### src/rtl/ids_multi_match_pkg.sv
// ids_multi_match_pkg: FSM state encodings, ids_cmd bit indices and saturating increment.
package ids_multi_match_pkg;
  typedef enum logic [1:0] {START = 2'b00, HEADER = 2'b01, PAYLOAD = 2'b10} state_t;
  localparam int IDS_CMD_CLR = 0;
  localparam int IDS_CMD_EN = 1;
  function automatic logic [63:0] sat_inc(input logic [63:0] v, input int w);
    logic [63:0] top;
    top = (w >= 64) ? '1 : (64'd1 << w) - 64'd1;
    return (v >= top) ? v : v + 64'd1;
  endfunction
endpackage

### src/rtl/ids_pattern_cmp.sv
// ids_pattern_cmp: one shadowed pattern, per-packet hit flag and saturating match counter.
// With IDS_MASK_EN defined a shadowed per-bit compare mask is added.
module ids_pattern_cmp
  import ids_multi_match_pkg::*;
#(
  parameter int DATA_WIDTH = 64,
  parameter int CNT_WIDTH = 32
) (
  input  logic                  clk,
  input  logic                  reset,
  input  logic                  load,
  input  logic [DATA_WIDTH-1:0] pattern,
`ifdef IDS_MASK_EN
  input  logic [DATA_WIDTH-1:0] mask,
`endif
  input  logic                  en,
  input  logic                  cmp,
  input  logic                  eop,
  input  logic                  clr,
  input  logic [DATA_WIDTH-1:0] word,
  output logic [CNT_WIDTH-1:0]  count
);
  logic [DATA_WIDTH-1:0] pat_q;
  logic hit_q, match, hit_pkt;
`ifdef IDS_MASK_EN
  logic [DATA_WIDTH-1:0] mask_q;
  assign match = ((word ^ pat_q) & mask_q) == '0;
  always_ff @(posedge clk or negedge reset)
    if (!reset) mask_q <= '0;
    else if (load) mask_q <= mask;
`else
  assign match = word == pat_q;
`endif
  // the last word is compared on the same edge that commits the packet
  assign hit_pkt = hit_q | (cmp & en & match);
  always_ff @(posedge clk or negedge reset)
    if (!reset) begin
      pat_q <= '0;
      hit_q <= 1'b0;
      count <= '0;
    end else begin
      if (load) pat_q <= pattern;
      hit_q <= eop ? 1'b0 : hit_pkt;
      count <= clr ? '0 : (eop & hit_pkt) ? CNT_WIDTH'(sat_inc(64'(count), CNT_WIDTH)) : count;
    end
endmodule

### src/rtl/ids_multi_match.sv
// ids_multi_match: one-cycle pass-through stage counting per-packet payload matches against NUM_PATTERNS patterns.
// Define IDS_MASK_EN to add the per-pattern compare masks port.
module ids_multi_match
  import ids_multi_match_pkg::*;
#(
  parameter int DATA_WIDTH = 64,
  parameter int CTRL_WIDTH = DATA_WIDTH / 8,
  parameter int NUM_PATTERNS = 4,
  parameter int HEADER_WORDS = 3,
  parameter int CNT_WIDTH = 32
) (
  input  logic                             clk,
  input  logic                             reset,
  input  logic [DATA_WIDTH-1:0]            in_data,
  input  logic [CTRL_WIDTH-1:0]            in_ctrl,
  input  logic                             in_wr,
  output logic                             in_rdy,
  output logic [DATA_WIDTH-1:0]            out_data,
  output logic [CTRL_WIDTH-1:0]            out_ctrl,
  output logic                             out_wr,
  input  logic                             out_rdy,
  input  logic [NUM_PATTERNS*DATA_WIDTH-1:0] patterns,
`ifdef IDS_MASK_EN
  input  logic [NUM_PATTERNS*DATA_WIDTH-1:0] masks,
`endif
  input  logic [31:0]                      ids_cmd,
  output logic [NUM_PATTERNS*CNT_WIDTH-1:0]  match_counts,
  output logic [CNT_WIDTH-1:0]             pkt_count
);
  localparam int HW = $clog2(HEADER_WORDS + 1);
  localparam logic [HW-1:0] HDR_LAST = HW'(HEADER_WORDS);
  localparam logic [HW-1:0] ONE = HW'(1);
  state_t st, st_nxt;
  logic [HW-1:0] hdr_cnt, hdr_nxt;
  logic acc, ctrl_z, load, cmp, eop, pkt_done, en_q, clr, unused_cmd;
  assign in_rdy = out_rdy;
  assign acc = in_wr & out_rdy;
  assign ctrl_z = in_ctrl == '0;
  assign clr = ids_cmd[IDS_CMD_CLR];
  assign unused_cmd = ^ids_cmd[31:2];
  always_ff @(posedge clk or negedge reset)
    if (!reset) begin
      st <= START;
      hdr_cnt <= '0;
    end else begin
      st <= st_nxt;
      hdr_cnt <= hdr_nxt;
    end
  always_comb begin
    st_nxt = (st == START)   ? (load ? ((HEADER_WORDS == 1) ? PAYLOAD : HEADER) : START) :
             (st == HEADER)  ? (!acc ? HEADER : !ctrl_z ? START :
                                (hdr_cnt + ONE == HDR_LAST) ? PAYLOAD : HEADER) :
             (st == PAYLOAD) ? (eop ? START : PAYLOAD) : START;
    hdr_nxt = load ? ONE : (st == HEADER && acc && ctrl_z) ? hdr_cnt + ONE : hdr_cnt;
  end
  always_comb begin
    load = st == START && acc && ctrl_z;
    cmp = st == PAYLOAD && acc;
    eop = cmp && !ctrl_z;
    pkt_done = eop || (st == HEADER && acc && !ctrl_z);
  end
  always_ff @(posedge clk or negedge reset)
    if (!reset) begin
      out_wr <= 1'b0;
      out_data <= '0;
      out_ctrl <= '0;
      en_q <= 1'b0;
      pkt_count <= '0;
    end else begin
      out_wr <= acc;
      if (acc) begin
        out_data <= in_data;
        out_ctrl <= in_ctrl;
      end
      if (load) en_q <= ids_cmd[IDS_CMD_EN];
      pkt_count <= clr ? '0 : pkt_done ? CNT_WIDTH'(sat_inc(64'(pkt_count), CNT_WIDTH)) : pkt_count;
    end
  for (genvar i = 0; i < NUM_PATTERNS; i++) begin : g_cmp
    ids_pattern_cmp #(.DATA_WIDTH(DATA_WIDTH), .CNT_WIDTH(CNT_WIDTH)) u_cmp (
      .clk(clk),
      .reset(reset),
      .load(load),
      .pattern(patterns[i*DATA_WIDTH +: DATA_WIDTH]),
`ifdef IDS_MASK_EN
      .mask(masks[i*DATA_WIDTH +: DATA_WIDTH]),
`endif
      .en(en_q),
      .cmp(cmp),
      .eop(eop),
      .clr(clr),
      .word(in_data),
      .count(match_counts[i*CNT_WIDTH +: CNT_WIDTH])
    );
  end
endmodule

### config.mk
export PLATFORM = sky130hd
export DESIGN_NAME = ids_multi_match
export DESIGN_NICKNAME = d
export VERILOG_FILES = /design/src/rtl/ids_multi_match_pkg.sv /design/src/rtl/ids_pattern_cmp.sv /design/src/rtl/ids_multi_match.sv
export SDC_FILE = /design/constraint.sdc
export NUM_CORES = 1
export LEC_CHECK = 0
export ABC_AREA = 1
export BUFFER_PORTS_ARGS = -buffer_cell sky130_fd_sc_hd__buf_2
export CAP_MARGIN = 25
export CORE_ASPECT_RATIO = 0.6
export CORE_UTILIZATION = 50
export DETAILED_ROUTE_END_ITERATION = 12
export PLACE_DENSITY_LB_ADDON = 0.15
export REMOVE_ABC_BUFFERS = 1
export SLEW_MARGIN = 30
export SYNTH_ARGS = -nofsm -noshare
export SYNTH_HDL_FRONTEND = slang
export SYNTH_SLANG_ARGS = --single-unit
### constraint.sdc
create_clock -name clk -period 3.3 [get_ports clk]
set_clock_uncertainty 0.1 [all_clocks]
set_input_delay 0.165 -clock clk [delete_from_list [all_inputs] [get_ports clk]]
set_output_delay 0.165 -clock clk [all_outputs]
set_load 0.01 [all_outputs]
==> flow_summary.toml <==
[yosys]
synth_edf_count = 0
yosysTopAreaCellShare_pct = 44.0
async_reset_ff_share_pct = 100
ys.flop_type = "dfrtp_1"
synthTopCellsByCount = "nand2_1 (1,018), dfrtp_1 (498), nor2_1 (373)"
synthesis.area_um2 = 28300
yosysSeqAreaShare_pct = 44.0
synthMostInstantiatedCell = "nand2_1"
synthTopCellsByArea = "dfrtp_1 (44%), nand2_1 (14%), mux2_4 (6.5%), xnor2_1 (5.7%), nor2_1 (4.9%)"
syn_avg_cell_area_um2 = 8.03
yosysWarnings = 0
syn_inst = 3523
synth_cell_type_count = 38
ys_seq_elements = 498
synth_top_area_cell = "dfrtp_1"

[clock_tree]
cts_tree = "yes"
cts_resized = 0
h-tree-depth = 2
cts-root-buf = "clkbuf_16"
clk_pin_slew_worst_paths_ns = 0.07
clk_latency_ns = 0.58
cts_sinks = 498
cts_made_buffers = 49
cts_buffer_depth = 3

[timing]
rsz0062_at_grt = "no"
maxClockFrequency_mhz = 342
layout_worst_path_cycle_share_pct = 88.5
max_slew_margin_pct = 37.3
tightest_slew_ns = 0.941
post-route-min-period_ns = 2.92
fin_hold_ws_ns = 0.130
slew_violations = 0
setup_violations = 0
finalHoldViolCount = 0

[floorplanning]
initial_core_util_pct = 50.7
num_io_pins = 598
core_um2 = 55800
dieArea_um2 = 57600
rows = 67
die_w_um = 309
die_height_um = 186

[global_routing]
grt_pass1_vias = 25770
grt_max_degree = 135
grt_pass1_wl_um = 142000
grt_overflow = 0
grtUsageTotal_pct = 31.3
antenna_found_initial = 14

[route]
drc_errors = 0
vias = 27052
routed_wl_um = 91500
drtIter0Drc = 2507
via_per_inst = 5.23
ant_nets = 0
dr.pass1.iters = 5
routedWlPerCell_um = 17.7

[pwr]
pwr_density_cell_nw_per_um2 = 392
max-vdd-ir-drop_uv = 383
p_leak_nw = 19.5

[worst_setup_path]
endpoint_kind = "register"
cp.arrival_ns = 3.27
critPathRequiredTime_ns = 3.65
start_kind = "register"
crit_type = "register to register"
critical_path.max_fanout = 33

[placement]
gp_congestion = 0.976
port_buffers = 567
dp_hpwl_um = 62600

[hold_path]
hold_path_class = "input port to register"

[run]
cap_violations = 0

[finish]
drive_gt1_share_pct = 20.8
area_growth_pct = 30.1
post-route-util_pct = 65.9
layout.nets = 4728

[status]
status = "completed"
==> through the flow <==
step | power [mW] | setup slack [ns] | instances | setup TNS, ns | instance area, um^2
floorplan | 7.23 | -7.70 | 3358 | -2123.69 | 27400
global placement | 8.03 | 0.375 | 4728 | 0 | 31600
detailed placement | 8.05 | 0.362 | 4728 | 0 | 31600
CTS | 14.5 | 0.337 | 5155 | 0 | 36800
global route | 15.0 | 0.0598 | 5169 | 0 | 36800
finish | 14.4 | 0.379 | 5173 | 0 | 36800
==> placed cells by master (no fill, tap or decap), drive strengths merged, types with 152 or more instances in the layout <==
master       netlist  layout
nand2           1026    1026
buf              115     611
dfrtp            498     498
nor2             380     380
inv              350     350
dlygate4sd3        0     338
nand3            210     210
xnor2            185     185
nand4            157     157
mux2             152     152
==> area by class of cell <==
| cell class | instances | area, um^2 |
|---|---|---|
| repair buffers | 949 | 6660 |
| fillers | 4614 | 19000 |
| clock buffers | 73 | 1490 |
| flip-flops and latches | 498 | 12500 |
| well taps | 759 | 950 |
| clock inverters | 16 | 260 |
| diodes | 18 | 45.0 |
| inverters | 356 | 1340 |
| multi-input cells | 2504 | 13600 |
==> worst paths after layout <==
kind | startpoint | slack (ns) | cells after the start | to
worst min register to register | out_data[43] | 0.37 | 2 | out_data[43]
worst max register to register | st[0] | 0.38 | 8 | g_cmp[1].u_cmp.count[18]
max in group asynchronous | reset | 1.99 | 4 | g_cmp[1].u_cmp.pat_q[29]
worst min-delay path | out_rdy | 0.13 | 4 | g_cmp[0].u_cmp.hit_q
worst max-delay path | st[0] | 0.38 | 8 | g_cmp[1].u_cmp.count[18]
min in group asynchronous | reset | 0.16 | 2 | g_cmp[2].u_cmp.count[28]
==> cells by family after synthesis <==
family                   share of synthesized area (%)
AO/OA/AOI/OAI                                     3.43
multiplexers                                      7.68
buffers and inverters                             7.93
XOR/XNOR                                          8.20
AND/OR/NAND/NOR                                   28.5
flip-flops                                        44.0
adder cells (fa/ha/maj)                          0.265
==> power by group <==
group          internal, mW  switching [mW]  total (mW)
sequential             6.31           0.128        6.44
clock                  3.59            2.52        6.11
combinational         0.835            1.05        1.88
total                  10.7            3.70        14.4
==> flip-flops by register name (all words and copies together) (netlist names) <==
| name | count |
|---|---|
| out_data | 64 |
| st | 2 |
| hdr_cnt | 2 |
| en_q | 1 |
| g_cmp.u_cmp.count | 128 |
| out_wr | 1 |
| pkt_count | 32 |
| g_cmp.u_cmp.hit_q | 4 |
| g_cmp.u_cmp.pat_q | 256 |
| out_ctrl | 8 |
==> timing repair <==
action | 4_1_cts | 5_1_grt
endpoints found under the hold margin | 419 | 0
hold buffers | 338 | 0
setup buffers | 0 | 0
==> routing by layer <==
metal	vias to the layer above	global-route usage (%)	wire length, um
li1	12885	-	-
met1	12775	44.6	40900
met2	1156	47.2	40000
met3	236	5.64	6870
met4	0	12.5	3690
met5	-	0	0
==> critical path, cell delays in order, from the launching register on <==
cell and delay [ns]:
dfrtp_1 0.40, inv_2 0.09, nand2_2 0.09, nor3_4 0.57
o21ai_1 0.17, inv_2 0.50, nand2_2 0.56, nand3_1 0.23
nand2_1 0.07
(Power assumes the default switching activity.)
